File: config.mk
export PLATFORM = sky130hd
export DESIGN_NAME = nibble_serial_adder_ctrl_flat
export DESIGN_NICKNAME = d
export VERILOG_FILES = /design/src/rtl/nibble_serial_adder_ctrl_if.sv /design/src/rtl/nibble_serial_adder_ctrl.sv /design/src/flat_wrapper.sv
export SDC_FILE = /design/constraint.sdc
export NUM_CORES = 1
export LEC_CHECK = 0
export BUFFER_PORTS_ARGS = -buffer_cell sky130_fd_sc_hd__clkbuf_2
export CORE_ASPECT_RATIO = 1.4
export CORE_MARGIN = 5
export CORE_UTILIZATION = 40
export CTS_BUF_LIST = sky130_fd_sc_hd__clkbuf_8
export DETAILED_ROUTE_END_ITERATION = 12
export PLACE_DENSITY = 0.63
export SYNTH_ARGS = -nofsm -noshare
export SYNTH_HDL_FRONTEND = slang
export SYNTH_SLANG_ARGS = --single-unit
File: constraint.sdc
create_clock -name clk -period 6.5 [get_ports clk]
set_clock_uncertainty 0.2 [all_clocks]
set_input_delay 1.3 -clock clk [delete_from_list [all_inputs] [get_ports clk]]
set_output_delay 1.3 -clock clk [all_outputs]
set_load 0.05 [all_outputs]
File: src/rtl/nibble_serial_adder_ctrl_if.sv
// Handshake/operand bundle for nibble_serial_adder_ctrl.
// sub_in exists only when NIBBLE_ADDER_SUB_EN is defined.
interface nibble_serial_adder_ctrl_if #(
  parameter int unsigned WIDTH = 16
);
  logic             in_valid;
  logic             in_ready;
  logic [WIDTH-1:0] a_in;
  logic [WIDTH-1:0] b_in;
  logic             cin_in;
  logic             out_valid;
  logic             out_ready;
  logic [WIDTH-1:0] sum_out;
  logic             cout_out;
  logic             busy;
`ifdef NIBBLE_ADDER_SUB_EN
  logic             sub_in;

  modport master (
    output in_valid, a_in, b_in, cin_in, sub_in, out_ready,
    input  in_ready, out_valid, sum_out, cout_out, busy
  );

  modport slave (
    input  in_valid, a_in, b_in, cin_in, sub_in, out_ready,
    output in_ready, out_valid, sum_out, cout_out, busy
  );
`else
  modport master (
    output in_valid, a_in, b_in, cin_in, out_ready,
    input  in_ready, out_valid, sum_out, cout_out, busy
  );

  modport slave (
    input  in_valid, a_in, b_in, cin_in, out_ready,
    output in_ready, out_valid, sum_out, cout_out, busy
  );
`endif
endinterface

File: src/rtl/nibble_serial_adder_ctrl.sv
// WIDTH-bit adder built from one 4-bit ripple slice, one nibble per clock, LSB first.
// Optional subtract mode (sub_in on the interface) enabled by defining NIBBLE_ADDER_SUB_EN.

module ripple_carry_4_bit (
  input  logic [3:0] a_i,
  input  logic [3:0] b_i,
  input  logic       cin_i,
  output logic [3:0] sum_o,
  output logic       cout_o
);
  logic [4:0] c;

  always_comb begin
    c     = '0;
    sum_o = '0;
    c[0]  = cin_i;
    for (int unsigned i = 0; i < 4; i++) begin
      sum_o[i] = a_i[i] ^ b_i[i] ^ c[i];
      c[i+1]   = (a_i[i] & b_i[i]) | (c[i] & (a_i[i] ^ b_i[i]));
    end
    cout_o = c[4];
  end
endmodule

module nibble_serial_adder_ctrl #(
  parameter int unsigned WIDTH = 16
) (
  input  logic                     clk,
  input  logic                     rst_n,
  nibble_serial_adder_ctrl_if.slave bus
);
  localparam int unsigned NIBBLES = WIDTH / 4;
  localparam int unsigned CNT_W   = (NIBBLES > 1) ? $clog2(NIBBLES) : 1;

  if ((WIDTH % 4) != 0 || WIDTH < 4) begin : g_bad_width
    $error("nibble_serial_adder_ctrl: WIDTH must be a multiple of 4 and >= 4");
  end

  typedef enum logic [1:0] {IDLE, RUN, DONE} state_t;

  state_t           state_q;
  logic [CNT_W-1:0] cnt_q;
  logic             carry_q;
  logic [WIDTH-1:0] a_q;
  logic [WIDTH-1:0] b_q;
  logic [WIDTH-1:0] acc_q;
  logic [WIDTH-1:0] sum_q;
  logic             cout_q;
  logic             in_ready_q;
  logic             out_valid_q;
  logic             busy_q;

  logic [3:0]       slice_sum;
  logic             slice_cout;
  logic [WIDTH+3:0] acc_cat;
  logic [WIDTH-1:0] acc_d;
  logic [WIDTH-1:0] b_load;
  logic             c_load;

  ripple_carry_4_bit u_slice (
    .a_i    (a_q[3:0]),
    .b_i    (b_q[3:0]),
    .cin_i  (carry_q),
    .sum_o  (slice_sum),
    .cout_o (slice_cout)
  );

  // New nibble enters at the top; after NIBBLES passes the LSB nibble has reached bit 0.
  assign acc_cat = {slice_sum, acc_q};
  assign acc_d   = acc_cat[WIDTH+3:4];

`ifdef NIBBLE_ADDER_SUB_EN
  // a - b computed as a + ~b + 1; carry out doubles as the no-borrow flag.
  always_comb begin
    b_load = bus.b_in;
    c_load = bus.cin_in;
    if (bus.sub_in) begin
      b_load = ~bus.b_in;
      c_load = 1'b1;
    end
  end
`else
  always_comb begin
    b_load = bus.b_in;
    c_load = bus.cin_in;
  end
`endif

  always_ff @(posedge clk or negedge rst_n) begin
    if (!rst_n) begin
      state_q     <= IDLE;
      cnt_q       <= '0;
      carry_q     <= 1'b0;
      a_q         <= '0;
      b_q         <= '0;
      acc_q       <= '0;
      sum_q       <= '0;
      cout_q      <= 1'b0;
      in_ready_q  <= 1'b1;
      out_valid_q <= 1'b0;
      busy_q      <= 1'b0;
    end else begin
      case (state_q)
        IDLE: begin
          if (bus.in_valid) begin
            a_q        <= bus.a_in;
            b_q        <= b_load;
            carry_q    <= c_load;
            cnt_q      <= '0;
            acc_q      <= '0;
            state_q    <= RUN;
            in_ready_q <= 1'b0;
            busy_q     <= 1'b1;
          end
        end
        RUN: begin
          a_q     <= a_q >> 4;
          b_q     <= b_q >> 4;
          acc_q   <= acc_d;
          carry_q <= slice_cout;
          cnt_q   <= cnt_q + CNT_W'(1);
          if (cnt_q == CNT_W'(NIBBLES - 1)) begin
            state_q     <= DONE;
            sum_q       <= acc_d;
            cout_q      <= slice_cout;
            out_valid_q <= 1'b1;
          end
        end
        DONE: begin
          if (bus.out_ready) begin
            state_q     <= IDLE;
            out_valid_q <= 1'b0;
            in_ready_q  <= 1'b1;
            busy_q      <= 1'b0;
          end
        end
        default: begin
          state_q     <= IDLE;
          out_valid_q <= 1'b0;
          in_ready_q  <= 1'b1;
          busy_q      <= 1'b0;
        end
      endcase
    end
  end

  assign bus.in_ready  = in_ready_q;
  assign bus.out_valid = out_valid_q;
  assign bus.sum_out   = sum_q;
  assign bus.cout_out  = cout_q;
  assign bus.busy      = busy_q;
endmodule

File: src/flat_wrapper.sv
// flat-port wrapper written by rule: the top's interface ports become plain ports
module nibble_serial_adder_ctrl_flat 
#(
  parameter int unsigned WIDTH = 16
)
  (clk, rst_n, bus_in_valid, bus_a_in, bus_b_in, bus_cin_in, bus_out_ready, bus_in_ready, bus_out_valid, bus_sum_out, bus_cout_out, bus_busy);
  nibble_serial_adder_ctrl_if #(.WIDTH(WIDTH)) bus_i ();
  input  logic clk;
  input  logic rst_n;
  input wire logic [$bits(bus_i.in_valid)-1:0] bus_in_valid;
  input wire logic [$bits(bus_i.a_in)-1:0] bus_a_in;
  input wire logic [$bits(bus_i.b_in)-1:0] bus_b_in;
  input wire logic [$bits(bus_i.cin_in)-1:0] bus_cin_in;
  input wire logic [$bits(bus_i.out_ready)-1:0] bus_out_ready;
  output wire logic [$bits(bus_i.in_ready)-1:0] bus_in_ready;
  output wire logic [$bits(bus_i.out_valid)-1:0] bus_out_valid;
  output wire logic [$bits(bus_i.sum_out)-1:0] bus_sum_out;
  output wire logic [$bits(bus_i.cout_out)-1:0] bus_cout_out;
  output wire logic [$bits(bus_i.busy)-1:0] bus_busy;
  assign bus_i.in_valid = bus_in_valid;
  assign bus_i.a_in = bus_a_in;
  assign bus_i.b_in = bus_b_in;
  assign bus_i.cin_in = bus_cin_in;
  assign bus_i.out_ready = bus_out_ready;
  assign bus_in_ready = bus_i.in_ready;
  assign bus_out_valid = bus_i.out_valid;
  assign bus_sum_out = bus_i.sum_out;
  assign bus_cout_out = bus_i.cout_out;
  assign bus_busy = bus_i.busy;
  nibble_serial_adder_ctrl #(.WIDTH(WIDTH)) u_core (.clk(clk), .rst_n(rst_n), .bus(bus_i));
endmodule
After elaboration in Yosys (flattened, before gate mapping)
Cells that the tools add are included.
{"block": "classes", "addsub": 1, "n_mul": 0, "div": 0, "order_cmp": 0, "eq_ne": 6, "shift": 0, "muxes": 22, "bitwise_logic": 22, "reduce_logical": 7}
{"op": "$pmux 16 s2", "count": 3}
{"op": "$mux 16", "count": 3}
{"op": "$pmux 1 s3", "count": 3}
{"op": "$reduce_and 3->1", "count": 3}
{"op": "$and 1x1->1", "count": 8}
{"op": "$mux 2", "count": 4}
{"op": "$xor 1x1->1", "count": 8}
{"op": "$mux 1", "count": 6}
{"op": "$pmux 2 s3", "count": 1}
{"op": "$eq 2x2->1 const B", "count": 2}
{"op": "$ne 2x2->1 const B", "count": 2}
{"op": "$or 1x1->1", "count": 4}
{"op": "$pmux 2 s2", "count": 1}
{"op": "$reduce_and 2->1", "count": 2}
{"op": "$add 2x1->2 const B", "count": 1}
{"op": "$eq 2x1->1 const B", "count": 1}
{"op": "$logic_not 2->1", "count": 1}
{"op": "$ne 2x1->1 const B", "count": 1}
{"op": "$not 1->1", "count": 2}
{"op": "$pmux 1 s2", "count": 1}
{"op": "$reduce_bool 2->1", "count": 1}
{"block": "word_totals", "register_bits": 73, "latch_bits": 0, "ram_bits": 0, "mem_bits_ro": 0, "input_bits": 37, "out_inout_bits": 20, "elab_cells": 69, "memories": 0}

Depth between registers and ports, before layout
{"block": "depth", "ltp_word": 10, "depth_mapped": 8, "ltp_nobuf": 8}

Hierarchy
From an unflattened synthesis, not the netlist that was laid out.
{"block": "hier_totals", "cells_unflattened": 265, "area_unflattened_um2": 3059.2}
{"module": "nibble_serial_adder_ctrl", "n_inst": 1, "cells_each": 251, "area_each_um2": 2941.6, "seq_area_each_um2": 1727.9}
{"module": "ripple_carry_4_bit", "n_inst": 1, "cells_each": 14, "area_each_um2": 117.6, "seq_area_each_um2": 0.0}

Worst setup path after synthesis
No wires, ideal clock.
{"block": "synth_path", "path_type": "reg-to-reg", "from": "reg u_core.b_q[0]", "to": "reg u_core.acc_q[15]", "setup_time_ps": 83, "t_arrival_ps": 2104, "required_ps": 6217, "setup_slack_ps": 4114, "path_stages_with_launch": 9, "n_path_buf": 0, "synth_period_minus_slack_ps": 2386, "path_cell_list": "dfrtp_1 > inv_1 > fa_1 > inv_1 > fa_1 > fa_1 > inv_1 > fa_1 > o21ai_0"}
{"block": "synth_via", "elab_chain_len": 9, "elab_cells_between_ends": 10, "cone_classes": "mux: 1; bitwise: 9"}
{"element": "start, declared", "line": "nibble_serial_adder_ctrl.sv:45", "source": "logic [WIDTH-1:0] b_q;"}
{"element": "start signal, assigned", "line": "nibble_serial_adder_ctrl.sv:107", "source": "b_q <= b_load;"}
{"element": "start signal, assigned", "line": "nibble_serial_adder_ctrl.sv:118", "source": "b_q <= b_q >> 4;"}
{"element": "$xor 1x1->1", "line": "nibble_serial_adder_ctrl.sv:19", "source": "c[i+1] = (a_i[i] & b_i[i]) | (c[i] & (a_i[i] ^ b_i[i]));"}
{"element": "$and 1x1->1", "line": "nibble_serial_adder_ctrl.sv:19"}
{"element": "$or 1x1->1 *", "line": "nibble_serial_adder_ctrl.sv:19"}
{"element": "$and 1x1->1 *", "line": "nibble_serial_adder_ctrl.sv:19"}
{"element": "$or 1x1->1 *", "line": "nibble_serial_adder_ctrl.sv:19"}
{"element": "$and 1x1->1 *", "line": "nibble_serial_adder_ctrl.sv:19"}
{"element": "$or 1x1->1 *", "line": "nibble_serial_adder_ctrl.sv:19"}
{"element": "$xor 1x1->1 *", "line": "nibble_serial_adder_ctrl.sv:18", "source": "sum_o[i] = a_i[i] ^ b_i[i] ^ c[i];"}
{"element": "$pmux 16 s2 *", "line": "nibble_serial_adder_ctrl.sv:103", "source": "case (state_q)"}
{"element": "end signal, assigned", "line": "nibble_serial_adder_ctrl.sv:96", "source": "acc_q <= '0;"}
{"element": "end signal, assigned", "line": "nibble_serial_adder_ctrl.sv:110", "source": "acc_q <= '0;"}
{"element": "end signal, assigned", "line": "nibble_serial_adder_ctrl.sv:119", "source": "acc_q <= acc_d;"}
{"element": "end, declared", "line": "nibble_serial_adder_ctrl.sv:46", "source": "logic [WIDTH-1:0] acc_q;"}
Mark *: on every way between the ends. The rest lies on a longest branch, timed or not.
A chain may end at the register's enable or synchronous reset.

Worst setup path in the final report
{"block": "layout_path", "from": "reg u_core.in_ready_q (netlist: u_core.bus.in_ready)", "to": "out bus_in_ready"}
{"element": "start, declared", "line": "nibble_serial_adder_ctrl.sv:49", "source": "logic in_ready_q;"}
{"element": "start signal, assigned", "line": "nibble_serial_adder_ctrl.sv:99", "source": "in_ready_q <= 1'b1;"}
{"element": "start signal, assigned", "line": "nibble_serial_adder_ctrl.sv:112", "source": "in_ready_q <= 1'b0;"}
{"element": "start signal, assigned", "line": "nibble_serial_adder_ctrl.sv:133", "source": "in_ready_q <= 1'b1;"}
{"element": "end, declared", "line": "flat_wrapper.sv:15", "source": "output wire logic [$bits(bus_i.in_ready)-1:0] bus_in_ready;"}
No word-level cell between the ends.

==> impl_metrics.ini <==
[route]
initialDrtViolationCount = 110
postRouteAntennaNets = 0
routedWlPerCell_microns = 16.08
drc = 0
vias = 2059
wl_mm = 6.335
drt_first_pass_iters = 4
vias_per_cell = 5.226

[floorplan]
die_w_microns = 82.22
die_area_sq_um = 9134
pin_count = 57
core-area_sq_um = 7222
die_y_microns = 111.1
start_util_pct = 40.44
num_rows = 37

[critical_path]
path_max_fanout = 3
r2r_start = u_core.a_q[0]$_DFFE_PN0P_
critPathKind = reg -> out
critPathTopFamily = flip-flops
cpMaxStageDelayCell = dfstp_2
endpoint_kind = output pin
start_kind = flip-flop
path_buf_inv = 1
max_stage_delay_ns = 0.54
startpoint = u_core.bus.in_ready$_DFFE_PN1P_
cp_cell_sequence = clkbuf_2
arrival_ns = 1.16
r2r_setup_slack_ns = 3.92
worstPathRequired_ns = 5.00

[placement]
place_inst = 378
preCtsSetupSlack_ns = 3.625
place.gp.congestion = 0.7374
place_hpwl_mm = 4.314
port_buffers = 56

[timing]
setup_tns_ns = 0
final-setup-viol-count = 0
worstMarginPinSlew_ns = 0.9378
relSlewSlack_pct = 37.44
max_clock_freq_mhz = 375.3
hold_viol_final = 0
fin_ws_ns = 3.836
post-route-min-period_ns = 2.664
drv_slew = 0
rsz0062_at_grt = no
finalCritPeriodShare_pct = 40.99

[synthesis]
syn-cell-area_sq_um = 2920
yosysTopAreaCellShare_pct = 58.27
synth_top_area_cell = dfrtp_1
synth_area_leaders = dfrtp_1 58%, mux2_4 5.1%, a22o_1 4.2%, o22ai_1 3.9%, a21oi_1 3.1%
yosys_warnings = 0
syn_nets = 282
synth.distinct_cells = 32
syn_inst = 240
yosysSeqAreaShare_pct = 59.17
ys_seq_elements = 69
syn_avg_cell_area_sq_um = 12.17

[clocking]
clkLatencyLatePin_ns = 0.35
cts_hold_buf = 0
postCtsResizedCells = 0
clk_pin_slew_ns = 0.08
clock-root-buffer = clkbuf_8
postCtsSetupBuffers = 0
cts_buffers = 9
cts_max_path_buffers = 2
cts_tree = done
cts_sinks = 69
cts_htree_levels = 3

[global_route]
grt_most_used_layer = met2
grt_max_degree = 70
grt_use_total_pct = 15.14
met3_usage_pct = 2.846
met2_usage_pct = 23.66
antenna_found_initial = 0
global_route.overflow_total = 0
grt_pass1_wl_mm = 10.61
grt_pass1_vias = 2154
grt_util_met1_pct = 19.75

[layout]
antenna_cells = 0
final_common_cell = dfrtp_1
layout_common_cells = 68 x dfrtp_1, 55 x clkbuf_2, 20 x nor2_1
drive_gt1_share_pct = 32.66
final_cells = 394
area_delta_synth_final_pct = 17.22
final_nets = 334

[pwr]
power_switching_uw = 808.0
p_clk_share_pct = 17.6
internal_power_uw = 1120
power_frac_seq_pct = 39.7
p_leak_uw = 0.001671
combPwrFrac_pct = 42.8
switching_share_pct = 41.91
p_total_uw = 1928
power_per_cell_area_nw_per_um2 = 563.1
ir_drop_mv = 0.1871

[flow_run]
cap_violations = 0

[outcome]
status = finished, final reports clean

[worst_hold_path]
min_path_type = reg -> reg
min_from = u_core.bus.sum_out[12]$_DFFE_PN0P_
==> power groups by stage <==
stage	logic, uW	registers, uW	clock network [uW]
after floorplan	511	901	0
after global placement	809	768	0
after detailed placement	829	775	0
after CTS	836	767	344
after global routing	907	791	364
final	824	765	339
==> through the flow <==
step | util, % | instance area, sq um | hold slack, ns
5_1_grt | 47.40 | 3423 | 0.3290
2_1_floorplan | - | 2920 | 0.2588
3_5_place_dp | 44.77 | 3233 | 0.2756
4_1_cts | 47.40 | 3423 | 0.2914
6_report | 47.40 | 3423 | 0.2794
3_3_place_gp | 44.77 | 3233 | 0.2658
==> sequential cells by signal, summed over array words and instances, names as in the netlist <==
name                  cells
u_core.acc_q             12
u_core.b_q               16
u_core.bus.cout_out       1
u_core.bus.out_valid      1
u_core.a_q               16
u_core.bus.in_ready       1
u_core.bus.sum_out       16
u_core.carry_q            1
u_core.cnt_q              2
u_core.state_q            2
u_core.bus.busy           1
==> cells by family (layout without fill, tap and decap cells) <==
group,Yosys count,in the layout,share of synthesized area (%)
AOI/OAI and AO/OA,80,80,18.64
adders and majority gates,5,5,3.171
buffers and inverters,25,82,4.456
DFF,69,69,59.17
muxes,14,14,6.684
and+or+nand+nor,47,47,7.883
==> final timing paths <==
check                                                     endpoint  cells past startpoint
worst max-delay path                                  bus_in_ready                      1
worst min-delay path            u_core.bus.sum_out[12]$_DFFE_PN0P_                      2
worst max register to register  u_core.bus.sum_out[15]$_DFFE_PN0P_                      8
worst min register to register  u_core.bus.sum_out[12]$_DFFE_PN0P_                      2
max in group asynchronous       u_core.bus.sum_out[14]$_DFFE_PN0P_                      2
min in group asynchronous              u_core.acc_q[7]$_DFFE_PN0P_                      2
==> cell type report <==
class / count / area [sq um]
Inverter: 9 / 33.78
Tap cell: 97 / 121.4
Fill cell: 713 / 3799
Timing Repair Buffer: 57 / 287.8
Clock inverter: 7 / 66.31
Sequential cell: 69 / 1728
Multi-Input combinational cell: 146 / 1062
Clock buffer: 9 / 123.9
==> tightest hold or removal path, delay by kind of cell, from the launching register on <==
kind	cells	cell delay [ns]
AO/OA/AOI/OAI	1	0.06
flip-flops	1	0.35
AND/OR/NAND/NOR	1	0.04
==> per-layer routing <==
| metal | share of wire, % | vias up |
|---|---|---|
| met5 | 0 | - |
| met4 | 2.1 | 0 |
| met3 | 4.2 | 10 |
| met2 | 50 | 48 |
| met1 | 44 | 1029 |
| li1 | - | 972 |
==> cell usage after synthesis, drive strengths merged <==
cell type / instances
o21bai: 1
nor2: 20
nor2b: 1
a32o: 1
mux2: 14
o21ai: 16
o22ai: 18
nand3b: 7
clkbuf: 3
and2b: 1
a22o: 14
nand2: 15
dfstp: 1
o221a: 6
ha: 1
o21ba: 1
a22oi: 4
a222oi: 1
fa: 4
dfrtp: 68
nor3: 1
a21oi: 18
inv: 9
buf: 13
nand2b: 2
Note: power is estimated with default switching activity, not from simulation.
